==> config.mk <==
export PLATFORM = sky130hd
export DESIGN_NAME = db_req_queue
export DESIGN_NICKNAME = d
export VERILOG_FILES = /design/src/rtl/db_req_queue.sv
export SDC_FILE = /design/constraint.sdc
export NUM_CORES = 2
export LEC_CHECK = 0
export ABC_CLOCK_PERIOD_IN_PS = 29400
export BUFFER_PORTS_ARGS = -buffer_cell sky130_fd_sc_hd__buf_2
export CORE_UTILIZATION = 45
export CTS_CLUSTER_DIAMETER = 200
export CTS_CLUSTER_SIZE = 25
export DETAILED_ROUTE_END_ITERATION = 6
export GPL_TIMING_DRIVEN = 0
export PLACE_DENSITY = 0.65
export RECOVER_POWER = 50
export SYNTH_ARGS = -nofsm -noshare
export SYNTH_HDL_FRONTEND = slang
export SYNTH_SLANG_ARGS = --single-unit
==> constraint.sdc <==
create_clock -name clk -period 29.4 [get_ports clk]
set_input_delay 4.41 -clock clk [delete_from_list [all_inputs] [get_ports clk]]
set_output_delay 4.41 -clock clk [all_outputs]
set_load 0.005 [all_outputs]
==> src/rtl/db_req_queue.sv <==
// db_req_queue: request buffer between the Ethernet parser and the KVS lookup
// core. It queues {key, flag} requests, issues them to the core with a bounded
// number outstanding and forwards in-order results back to the parser.
// Optional feature macro: DB_REQ_QUEUE_TIMEOUT_EN adds a watchdog timer that
// retires a stalled request with a synthetic TIMEOUT_FLAG result.
module db_req_queue #(
  parameter int                  KEY_SIZE     = 96,
  parameter int                  FLAG_SIZE    = 4,
  parameter int                  DEPTH_LOG2   = 4,
  parameter int                  MAX_INFLIGHT = 4,
  parameter int                  TIMEOUT_CYC  = 1024,
  parameter logic [FLAG_SIZE-1:0] TIMEOUT_FLAG = '1
) (
  input  logic                  clk,
  input  logic                  rst,
  input  logic [KEY_SIZE-1:0]   in_key,
  input  logic [FLAG_SIZE-1:0]  in_flag,
  input  logic                  in_valid,
  output logic                  out_valid,
  output logic [FLAG_SIZE-1:0]  out_flag,
  output logic [KEY_SIZE-1:0]   db_key,
  output logic [FLAG_SIZE-1:0]  db_flag,
  output logic                  db_valid,
  input  logic                  db_out_valid,
  input  logic [FLAG_SIZE-1:0]  db_out_flag,
  output logic [DEPTH_LOG2:0]   level,
  output logic [31:0]           drop_cnt,
  output logic                  spurious
);

  localparam int DEPTH = 1 << DEPTH_LOG2;
  localparam int IFW   = $clog2(MAX_INFLIGHT + 1);
  localparam logic [DEPTH_LOG2:0] LVL_FULL = {1'b1, {DEPTH_LOG2{1'b0}}};
  localparam logic [IFW-1:0]      INF_MAX  = IFW'(MAX_INFLIGHT);

  typedef enum logic {S_IDLE, S_ISSUE} state_t;

  logic [KEY_SIZE+FLAG_SIZE-1:0] mem [DEPTH];
  logic [DEPTH_LOG2-1:0]         wr_ptr;
  logic [DEPTH_LOG2-1:0]         rd_ptr;
  state_t                        state;
  logic [IFW-1:0]                inflight;

  logic wr_en;
  logic pop;
  logic rsp_ok;
  logic timeout_fire;
  logic inc;
  logic dec;

  function automatic logic [31:0] sat_inc(input logic [31:0] v);
    return (v == 32'hFFFF_FFFF) ? v : v + 32'd1;
  endfunction

  // Decode this cycle's push/pop and in-flight accounting events
  always_comb begin
    wr_en  = in_valid && (level != LVL_FULL);
    pop    = (state == S_IDLE) && (level != '0) && (inflight < INF_MAX);
    rsp_ok = db_out_valid && (inflight != '0);
    inc    = (state == S_ISSUE);
    dec    = rsp_ok || timeout_fire;
  end

  // FIFO storage; contents are don't-care until written, so no reset
  always_ff @(posedge clk) begin
    if (wr_en) mem[wr_ptr] <= {in_key, in_flag};
  end

  // FIFO pointers, occupancy and saturating drop counter
  always_ff @(posedge clk) begin
    if (rst) begin
      wr_ptr   <= '0;
      rd_ptr   <= '0;
      level    <= '0;
      drop_cnt <= '0;
    end else begin
      if (wr_en) wr_ptr <= wr_ptr + 1'b1;
      if (pop)   rd_ptr <= rd_ptr + 1'b1;
      level <= level + {{DEPTH_LOG2{1'b0}}, wr_en} - {{DEPTH_LOG2{1'b0}}, pop};
      if (in_valid && !wr_en) drop_cnt <= sat_inc(drop_cnt);
    end
  end

  // Issue FSM: pop into the core register, hold ISSUE one cycle, count it in flight on exit
  always_ff @(posedge clk) begin
    if (rst) begin
      state    <= S_IDLE;
      db_valid <= 1'b0;
      db_key   <= '0;
      db_flag  <= '0;
      inflight <= '0;
    end else begin
      inflight <= inflight + IFW'(inc) - IFW'(dec);
      case (state)
        S_IDLE: begin
          db_valid <= 1'b0;
          if (pop) begin
            state             <= S_ISSUE;
            db_valid          <= 1'b1;
            {db_key, db_flag} <= mem[rd_ptr];
          end
        end
        S_ISSUE: begin
          db_valid <= 1'b0;
          state    <= S_IDLE;
        end
        default: begin
          db_valid <= 1'b0;
          state    <= S_IDLE;
        end
      endcase
    end
  end

  // Result register: a real result always takes precedence over a synthetic one
  always_ff @(posedge clk) begin
    if (rst) begin
      out_valid <= 1'b0;
      out_flag  <= '0;
      spurious  <= 1'b0;
    end else begin
      out_valid <= rsp_ok || timeout_fire;
      if (rsp_ok)            out_flag <= db_out_flag;
      else if (timeout_fire) out_flag <= TIMEOUT_FLAG;
      if (db_out_valid && (inflight == '0)) spurious <= 1'b1;
    end
  end

`ifdef DB_REQ_QUEUE_TIMEOUT_EN
  localparam int            TW       = $clog2(TIMEOUT_CYC);
  localparam logic [TW-1:0] TMR_LAST = TW'(TIMEOUT_CYC - 1);

  logic [TW-1:0] timer;

  assign timeout_fire = (inflight != '0) && !db_out_valid && (timer == TMR_LAST);

  // Watchdog: counts idle cycles while anything is outstanding, restarts on any answer
  always_ff @(posedge clk) begin
    if (rst) begin
      timer <= '0;
    end else if ((inflight == '0) || db_out_valid || timeout_fire) begin
      timer <= '0;
    end else begin
      timer <= timer + 1'b1;
    end
  end
`else
  // No watchdog: constant 0 for any legal TIMEOUT_CYC (>= 2)
  assign timeout_fire = (TIMEOUT_CYC < 2);
`endif

endmodule

==> impl_results.md <==
* WL met3 at 12.78 mm
* Max layer used: met5
* Final hold violations at 0
* Die area at around 0.15 sq mm
* Fmax at 130.7 MHz
* Pleak at around 22 nW
* Placed Cells at between 5000 and 6000
* Post-synthesis register bit count at 1755
* Drt drc at 0
* Setup Crit Path Kind: input port to flop
* CTS clock-pin slew for the worst setup and hold paths at 100 ps
* Synthesized net count at 3102
* Setup TNS at 0 ps
* Root Buffer: clkbuf_16
* Critical Path End Type: flop
* Ports at 252
* Clock Tree Buf Depth at 3
* First-pass GRT wire length at roughly 220 mm
* First-iteration detailed-routing DRC count at approximately 3300
* DRT antenna net count at 0
* CP arrival at between 8000 and 9000 ps
* Seq/Total Area, Yosys at between 70% and 80%
* Post CTS Setup Buffer Count at 0
* Grt total ovfl at 0
* MaxCap Viol Count at 6
* Crit path time final at roughly 7700 ps
* Mapped cell area at 0.06578 sq mm
* Syn Area/Cell at approximately 22 sq um
* CP top delay family: buffers and inverters
* DR pass1 iterations at 5
* Area leader, netlist: edfxtp_1
* CP startpoint kind: input port
* Status: finished with violations
* Worst VDD drop at 0.00004583 V
* Primary FF master, synth: edfxtp_1
* Number of synthesized flops with an enable pin at 1600
* Area Overhead vs Synth at 11.93%
* Share of layout cells above drive strength 1 at 22.01%
* Fin Hold WS at approximately 480 ps
* WP buf/inv at 5
* Core Footprint at about 0.14 sq mm
* CTS Hold Bufs at 0
* Slew @ Worst Pin at around 1900 ps
* Crit-path max cell delay at between 1000 and 1500 ps
* Max-slew violations at approximately 110
* CTS Sinks at roughly 1800
* CP dominant cell by count: clkbuf_1
* Max-slew headroom at -27.49%
* Warning count from the yosys run at 0
* Final-stage net count at roughly 3600
* Via count at 31212
* Post-CTS Resized at 0
* Commonest cells in the netlist: edfxtp_1, mux4_2, mux2i_1, dfxtp_1, o21ai_0
* GRT Overall Usage at 20.98%
* Post-Route WL at 155.1 mm
* Hpwl dp at 101.2 mm
* # setup viols final at 0
* Unrepaired setup endpoints after global routing: no
* Height of the chip at approximately 380 um
* Worst skew pair latency at 730 ps
* Met1 WL at about 65 mm
* Req. time, crit path at about 30000 ps
* Max stage delay cell, worst path: clkbuf_1
* WL/cell at between 20 and 30 um
* Area post-placement at about 0.07 sq mm
* Vias in the first global route at roughly 31000
* Worst-path fanout max at 18
* Avg Vias per Cell at roughly 5.8
* Top cells by area, synth: edfxtp_1, mux4_2, dfxtp_1
* Cell area after layout at ~0.074 sq mm
* Critical-path cell list: clkbuf_1 -> and2_0 -> clkbuf_1 -> nand2_1 -> nor2_1 -> clkbuf_1 -> buf_12 -> buf_12
* Cells after Synth at 2979
* Rows at roughly 140
* Die X at between 300 and 400 um
* Setup Skew at between 20 and 25 ps
* Share of flip-flops with an asynchronous set or reset at 0%
* Fin cells at 5400
* Synth cell types at 41
* CTS Buf Count at 80
* Buffers on Ports at roughly 250
* Final core utilization at 51.00%
* Most frequent cell after synthesis: edfxtp_1
* P per Cell Area at 76.63 mW/mm^2
* RePlAce Congestion at 0.7939
* Largest net degree at the start of global routing at 27
* Top-area cell type share of the netlist area at about 73%
* CTS HTree Levels at 3
* Routed wl met2 at between 70 and 80 mm
* CTS tree: built
* Failing checks: capacitance limit, slew limit
* Post-route clock period utilization at 26.03%
* Tightest Hold Check Type: flop to flop
* Initial Utilization at a little under half
* Antenna violations before repair at 21
## through the flow
stage / power (mW) / setup slack [ps]
2_1_floorplan: 3.880 / 17050
3_3_place_gp: 4.427 / 7649
3_5_place_dp: 4.440 / 22150
4_1_cts: 5.706 / 22920
5_1_grt: 5.863 / 21650
6_report: 5.642 / 21750
## routing by layer
layer	vias up	GRT usage [%]
li1	13322	-
met5	-	0
met3	160	4.609
met1	16628	29.52
met4	14	5.041
met2	1088	33.51
## path summary, 6_finish.rpt
| kind | start | end | slack (ps) | depth (start not counted) |
|---|---|---|---|---|
| worst max register to register | level[2] | mem[6][65] | 24770 | 10 |
| worst min register to register | db_key[43] | db_key[43] | 480 | 2 |
| worst min-delay path | db_key[43] | db_key[43] | 480 | 2 |
| worst max-delay path | in_valid | mem[6][65] | 21750 | 8 |
## kinds of logic after synthesis
group | count (synthesis) | share of synthesized area (%)
xor gates and xnor gates | 24 | 0.3196
DFF | 1755 | 77.76
and+or+nand+nor | 156 | 1.240
muxes | 607 | 16.85
buffers and inverters | 171 | 0.9777
adders and majority gates | 15 | 0.3082
AOI/OAI and AO/OA | 251 | 2.541
## cell usage in the layout, fill, tap and decap left out, types with 10 or more instances in the layout
cell / instances
clkbuf_1: 274
o21ai_0: 113
nand2_1: 26
nand4_1: 12
buf_6: 46
inv_1: 15
xnor2_1: 17
clkbuf_16: 82
nor2_1: 42
buf_1: 44
ha_1: 13
buf_16: 15
mux2i_1: 205
or3_1: 12
buf_2: 149
a21oi_1: 24
a2bb2oi_1: 100
buf_12: 43
edfxtp_1: 1600
dfxtp_1: 155
mux4_2: 400
or4_1: 10
## cell type report
type / count / area (sq um)
buffer: 156 / 593.1
antenna: 3 / 7.507
clock buffer: 139 / 2266
tap: 1903 / 2381
timing repair buffer: 370 / 3024
sequential: 1755 / 51150
clock inverter: 6 / 97.59
fill: 11364 / 70730
multi-input combinational: 1053 / 14050
inverter: 15 / 56.30
## state kept, by name, indices dropped and copies added (netlist names)
signal     cells
drop_cnt      32
rd_ptr         4
out_flag       4
level          5
inflight       3
inc            1
mem         1600
wr_ptr         4
db_key        96
spurious       1
db_flag        4
out_valid      1
## power breakdown
group | switching, mW | internal, mW
registers | 0.0792 | 2.86
clock network | 0.755 | 0.537
logic | 0.756 | 0.651
total | 1.59 | 4.05
## worst reg2reg max path, cell delays in order, from the launching register on
cell,delay [ps]
dfxtp_1,370
inv_1,70
ha_1,230
nand4bb_1,200
and2_0,150
clkbuf_1,280
nand2_1,260
nor2_1,750
clkbuf_1,1430
buf_12,330
buf_12,220
Note: power is estimated with default switching activity, not from simulation.
